$ cat config.mk
export PLATFORM = sky130hd
export DESIGN_NAME = traffic_sensor_in
export DESIGN_NICKNAME = d
export VERILOG_FILES = /design/src/rtl/traffic_sensor_in.sv
export SDC_FILE = /design/constraint.sdc
export NUM_CORES = 1
export LEC_CHECK = 0
export CAP_MARGIN = 5
export CORE_UTILIZATION = 60
export DETAILED_ROUTE_END_ITERATION = 16
export PLACE_DENSITY = 0.81
export REMOVE_ABC_BUFFERS = 1
export SYNTH_ARGS = -nofsm -noshare
export SYNTH_HDL_FRONTEND = slang
export SYNTH_SLANG_ARGS = --single-unit
export TNS_END_PERCENT = 50
$ cat constraint.sdc
create_clock -name clk -period 5.2 [get_ports clk]
set_clock_uncertainty 0.05 [all_clocks]
set_input_delay 1.04 -clock clk [delete_from_list [all_inputs] [get_ports clk]]
set_output_delay 1.04 -clock clk [all_outputs]
set_load 0.005 [all_outputs]
$ cat src/rtl/traffic_sensor_in.sv
// rtl/traffic_sensor_in.sv - debounced, edge-detected, request-latched TA/TB car sensors
module traffic_sensor_chan #(
    parameter int DB_CYCLES = 40000,
    parameter int CNT_W     = 16,
    parameter int LATCH     = 1
) (
    input  logic       clk,
    input  logic       reset,
    input  logic       pin_n,
    input  logic [2:0] lt,
    output logic       t,
    output logic       evt,
    output logic [7:0] count
);

    localparam logic [CNT_W-1:0] DB_LAST = CNT_W'(DB_CYCLES - 1);

    logic             s1;
    logic             s2;
    logic             stable;
    logic [CNT_W-1:0] cnt;
    logic [2:0]       lt_s1;
    logic [2:0]       lt_s;
    logic             req;

    logic             accept;
    logic             fall;
    logic             stable_nxt;
    logic             served;
    logic             req_nxt;
    logic             t_nxt;

    // Next-state values shared by the debounce, edge and output registers, so that
    // evt, req and t all react on the same edge that stable is updated.
    always_comb begin
        accept     = (s2 != stable) && (cnt == DB_LAST);
        fall       = accept && stable;
        stable_nxt = accept ? s2 : stable;
        served     = (lt_s == 3'b001);
        req_nxt    = req;
        if (served) begin
            req_nxt = 1'b0;
        end else if (fall) begin
            req_nxt = 1'b1;
        end
        t_nxt = (LATCH != 0) ? (req_nxt | ~stable_nxt) : ~stable_nxt;
    end

    // Two-flop synchronizers for the raw pin and the slow-clock light bus.
    always_ff @(posedge clk or posedge reset) begin
        if (reset) begin
            s1    <= 1'b1;
            s2    <= 1'b1;
            lt_s1 <= 3'b100;
            lt_s  <= 3'b100;
        end else begin
            s1    <= pin_n;
            s2    <= s1;
            lt_s1 <= lt;
            lt_s  <= lt_s1;
        end
    end

    // Debounce: a new level is accepted only after DB_CYCLES consecutive differing samples.
    always_ff @(posedge clk or posedge reset) begin
        if (reset) begin
            stable <= 1'b1;
            cnt    <= '0;
        end else if (s2 == stable) begin
            cnt <= '0;
        end else if (accept) begin
            stable <= s2;
            cnt    <= '0;
        end else begin
            cnt <= cnt + 1'b1;
        end
    end

    // Press pulse, served-aware request latch, output level and saturating press count.
    always_ff @(posedge clk or posedge reset) begin
        if (reset) begin
            evt   <= 1'b0;
            req   <= 1'b0;
            t     <= 1'b0;
            count <= 8'h00;
        end else begin
            evt <= fall;
            req <= req_nxt;
            t   <= t_nxt;
            if (evt && (count != 8'hFF)) begin
                count <= count + 8'd1;
            end
        end
    end

endmodule

module traffic_sensor_in #(
    parameter int DB_CYCLES = 40000,
    parameter int CNT_W     = 16,
    parameter int LATCH     = 1
) (
    input  logic       clk,
    input  logic       reset,
    input  logic       pin_ta_n,
    input  logic       pin_tb_n,
    input  logic [2:0] la,
    input  logic [2:0] lb,
    output logic       ta,
    output logic       tb,
    output logic       ta_evt,
    output logic       tb_evt,
    output logic [7:0] a_count,
    output logic [7:0] b_count
);

    traffic_sensor_chan #(
        .DB_CYCLES (DB_CYCLES),
        .CNT_W     (CNT_W),
        .LATCH     (LATCH)
    ) u_chan_a (
        .clk   (clk),
        .reset (reset),
        .pin_n (pin_ta_n),
        .lt    (la),
        .t     (ta),
        .evt   (ta_evt),
        .count (a_count)
    );

    traffic_sensor_chan #(
        .DB_CYCLES (DB_CYCLES),
        .CNT_W     (CNT_W),
        .LATCH     (LATCH)
    ) u_chan_b (
        .clk   (clk),
        .reset (reset),
        .pin_n (pin_tb_n),
        .lt    (lb),
        .t     (tb),
        .evt   (tb_evt),
        .count (b_count)
    );

endmodule

== Yosys cells after proc, flatten, opt, wreduce, memory -nomap -nowiden ==
Cells that the tools add are included.
Widths: inputs -> output; s select.

* Bits in registers: 72

* Reductions and logical operators: 6
* Multiplexer cells: 10
* Equality and inequality tests: 10
* Bitwise operators: 4
* Add/sub/neg operators: 4

{| class="wikitable"
|+ Operators by type and width
! cell !! number
|-
| $mux 16 || 4
|-
| $add 16x1->16 const B || 2
|-
| $eq 16x16->1 const B || 2
|-
| $add 8x1->8 const B || 2
|-
| $ne 8x8->1 const B || 2
|-
| $eq 3x1->1 const B || 2
|-
| $logic_and 1x1->1 || 6
|-
| $mux 1 || 6
|-
| $eq 1x1->1 || 2
|-
| $ne 1x1->1 || 2
|-
| $not 1->1 || 2
|-
| $or 1x1->1 || 2
|}

== Logic depth before layout (Yosys ltp) ==
* Word-level depth: 6
* Depth in mapped cells: 6
* Mapped depth without buffers: 5

== Hierarchy ==
A second synthesis with hierarchy kept.

* Cell total of the unflattened synthesis: 267
* Area total of the unflattened synthesis: 3104.2 sq um

{| class="wikitable"
|+ By module, submodules not included
! module !! area an instance (sq um) !! cells each !! seq. area each (sq um) !! instances
|-
| traffic_sensor_chan (u_chan_a) || 1597.8 || 135 || 907.1 || 1
|-
| traffic_sensor_chan (u_chan_b) || 1506.4 || 132 || 907.1 || 1
|}

== Worst setup path after synthesis ==
OpenSTA, ideal clock, no wires.

* Path kind: reg2reg
* Start point: reg u_chan_b.cnt[8]
* End point: reg u_chan_b.cnt[10]
* Period minus slack after synthesis: 1.964 ns
* Required time: 5.031 ns
* Cell stages (with the launch flop): 6
* Path slack: 3.236 ns
* Data arrival time: 1.795 ns
* Setup time: 0.119 ns
* Buffers on the path: 1
* Cell sequence: dfrtp_1 -> or4_1 -> or4_4 -> nand2_2 -> buf_4 -> nor2_1

* Cells in the longest elaborated chain, start to end: 4
* Elaborated cells between the ends (all ways): 5
* Classes of those cells: add/sub (1); eq/ne (1); mux (2); reduce/logical (1)

{| class="wikitable"
|+ Ends and longest elaborated chain
! element !! RTL line !! text
|-
| from (decl) || 21 || <nowiki>logic [CNT_W-1:0] cnt;</nowiki>
|-
| from (signal assigned) || 75 || <nowiki>cnt <= cnt + 1'b1;</nowiki>
|-
| parallel branches: the longest is 2 deep, another holds $add 16x1->16 || - ||
|-
| $mux 16 (*) || 71 || <nowiki>end else if (accept) begin</nowiki>
|-
| $mux 16 (*) || 69 || <nowiki>end else if (s2 == stable) begin</nowiki>
|}

Every way passes the cells marked *.
A chain may end at the register's enable or synchronous reset.

== Worst setup path after layout ==
* Start point: reg u_chan_a.evt
* End point: out ta_evt

{| class="wikitable"
|+ RTL lines
! element !! RTL line !! text
|-
| from (decl) || 12 || <nowiki>output logic evt,</nowiki>
|-
| from (signal assigned) || 87 || <nowiki>evt <= fall;</nowiki>
|-
| to (decl) || 111 || <nowiki>output logic ta_evt,</nowiki>
|}

No word-level cell between the ends.

==> metrics.md <==
| Metric | Value |
|---|---|
| Peak supply drop | 0.278 mV |
| Routed len/inst | 12.9 µm |
| Number of distinct library cells after synthesis | 26 |
| Max-slew headroom | 39.4% |
| Critical-path cell list | clkdlybuf4s50_1 |
| Worst-margin pin slew | 0.908 ns |
| Post-DR vias/cell | 5.32 |
| Clock sinks | 72 |
| Pwr/cell area | 291 nW/µm² |
| Number of flops mapped to enable cells by yosys | 0 |
| Final period util | 46.3% |
| Die W | 72.9 µm |
| Fmax achieved | 415 MHz |
| Hold Buf Count CTS | 0 |
| Status | finished, final reports clean |
| Post-synthesis cell area | 3020 µm² |
| Nets@finish | 319 |
| CTS tree | yes |
| Setup WS pre-CTS | 2.57 ns |
| H-tree depth | 3 |
| #FFs+latches synth | 72 |
| Initial Utilization | 63.0% |
| Final Max Slew Viols | 0 |
| Final Setup Violations | 0 |
| Hold wc startpoint | u_chan_a.lt_s1[0] |
| Ys Warns | 0 |
| Clock Latency Late Sink | 0.34 ns |
| GR Util All Layers | 21.2% |
| CTS Buffer Depth | 2 |
| CP required | 4.11 ns |
| Via count | 2005 |
| Postcts setup bufs | 0 |
| Core box area | 4790 µm² |
| Port Buf Inserts | 29 |
| # IOs | 30 |
| Largest cells by area after synthesis | dfrtp_1 (51%), dfstp_2 (8.7%), xnor2_1 (7.5%), nor2_1 (5.1%), nand4_1 (3.1%) |
| R2R Path Start | u_chan_a.cnt[8] |
| Max stage delay on crit path | 0.54 ns |
| Synth Instances | 266 |
| Post-Route WL | 4870 µm |
| Final Util | 74.8% |
| Vias in the first global route | 1815 |
| WS Path Type | flop to output pin |
| Largest net degree at the start of global routing | 48 |
| Synth area leader | dfrtp_1 |
| Setup WS post-layout | 2.79 ns |
| Cts repair resizes | 0 |
| Fin Setup TNS | 0 ns |
| Design area | 3580 µm² |
| CP arrival | 1.32 ns |
| Num CTS Buffers | 9 |
| Remaining DRCs | 0 |
| Most common cell after layout, fill and taps aside | dfrtp_1 |
| Worst Setup SP | u_chan_a.evt |
| CP Capture Type | output pin |
| Post-layout minimum cycle time | 2.41 ns |
| Area growth, synth to finish | 18.7% |
| Crit-path leading delay family | buffers and inverters |
| Hold/Removal Path Class | flop to flop |
| Worst-path clk slew | 0.06 ns |
| Main synth FF type | dfrtp_1 |
| Hpwl dp | 3300 µm |
| N_diodes | 0 |
| Initial antenna violation count | 0 |
| Clock root cell | clkbuf_8 |
| First-pass GRT wire length | 8230 µm |
| GP Congestion | 0.780 |
| Slowest CP cell | clkdlybuf4s50_1 |
| Asr flop ratio synth | 100% |
| Buf/Inv on CP | 1 |
| Max Fanout on Critical Path | 7 |
| MaxCap Viol Count | 0 |
| CP startpoint kind | flop |
| GR Overflow Total | 0 |
| LEAKAGE | 1.49 nW |
| Commonest non-fill, non-tap cells in the layout | dfrtp_1 (62), nor2_1 (41), clkdlybuf4s50_1 (29) |
| DR pass1 iterations | 4 |
| Site Rows | 25 |
| Share of cells above drive strength 1 | 11.9% |
| Top-area cell type share of the netlist area | 51.4% |
| Syn avg cell area | 11.3 µm² |
| Unrepaired setup endpoints after global routing | no |
| Die H | 72.9 µm |
| DP Area | 3380 µm² |
| Drt initial violations | 78 |
| Final hold violation count | 0 |
| Die footprint | 5320 µm² |
| Routed Antenna Nets | 0 |
| Post-synthesis sequential area ratio | 60.1% |
## final cells by class
| cell class | count | area [µm²] |
|---|---|---|
| clock inverter | 3 | 40.0 |
| fill | 305 | 1200 |
| inverter | 8 | 30.0 |
| clock buffer | 13 | 159 |
| tap | 67 | 83.8 |
| multi-input combinational | 184 | 1160 |
| timing repair buffer | 30 | 298 |
| sequential | 72 | 1810 |
## cell usage after synthesis, types with 4 or more instances
cell	n
nor4_1	9
nor2_1	41
ha_1	4
xnor2_1	26
nand2_1	18
inv_1	8
and3_1	4
dfstp_2	10
nand3_1	15
xor2_1	10
a21oi_1	7
dfrtp_1	62
nor3_1	11
nand4_1	15
## cells by family after synthesis
logic type      synth area share (%)
xor+xnor                        10.5
fa+ha+maj                       1.66
flops                           60.1
mux                             2.12
simple gates                    21.8
buf+inv                         1.49
compound gates                  2.32
## through the flow
| step | hold WS [ns] | total power, mW | cells |
|---|---|---|---|
| 3_5_place_dp | 0.289 | 0.619 | 361 |
| 6_report | 0.301 | 1.04 | 377 |
| 3_3_place_gp | 0.283 | 0.618 | 361 |
| 4_1_cts | 0.304 | 1.05 | 377 |
| 5_1_grt | 0.309 | 1.09 | 377 |
| 2_1_floorplan | 0.281 | 0.605 | 264 |
## state kept, by name (all words and copies together) (netlist names), 3 cells and up
name / cells
u_chan_a.count: 8
u_chan_b.cnt: 16
u_chan_b.lt_s: 3
u_chan_a.lt_s: 3
u_chan_a.lt_s1: 3
u_chan_b.lt_s1: 3
u_chan_a.cnt: 16
u_chan_b.count: 8
## where the power goes
part / total (mW) / internal [mW] / leakage [nW] / switching [mW]
sequential: 0.579 / 0.573 / 0.937 / 0.00664
combinational: 0.0290 / 0.0109 / 0.447 / 0.0181
clock: 0.434 / 0.247 / 0.103 / 0.187
## worst register-to-register path, cell delays in order, from the launching register on
cell and delay [ns]:
dfrtp_1 0.43, or4_1 0.54, or4_4 0.59, nand2_2 0.27
nor2_1 0.10
## layer usage
layer  up-vias  track usage, %  part of all wire, %
met3         9            4.56                  3.6
met5         -               0                    0
met4         0            12.4                  2.4
li1       1003               -                    -
met1       947            29.8                   50
met2        46            30.5                   44
## path summary, 6_finish.rpt
path / slack [ns] / end / depth (start not counted)
setup / recovery: 2.79 / ta_evt / 1
hold / removal: 0.30 / u_chan_a.lt_s[0] / 0
setup reg to reg: 3.09 / u_chan_a.cnt[5] / 4
hold reg to reg: 0.30 / u_chan_a.lt_s[0] / 0
max in group asynchronous: 3.03 / u_chan_a.s1 / 3
min in group asynchronous: 1.17 / u_chan_a.count[1] / 2
(Power assumes the default switching activity.)
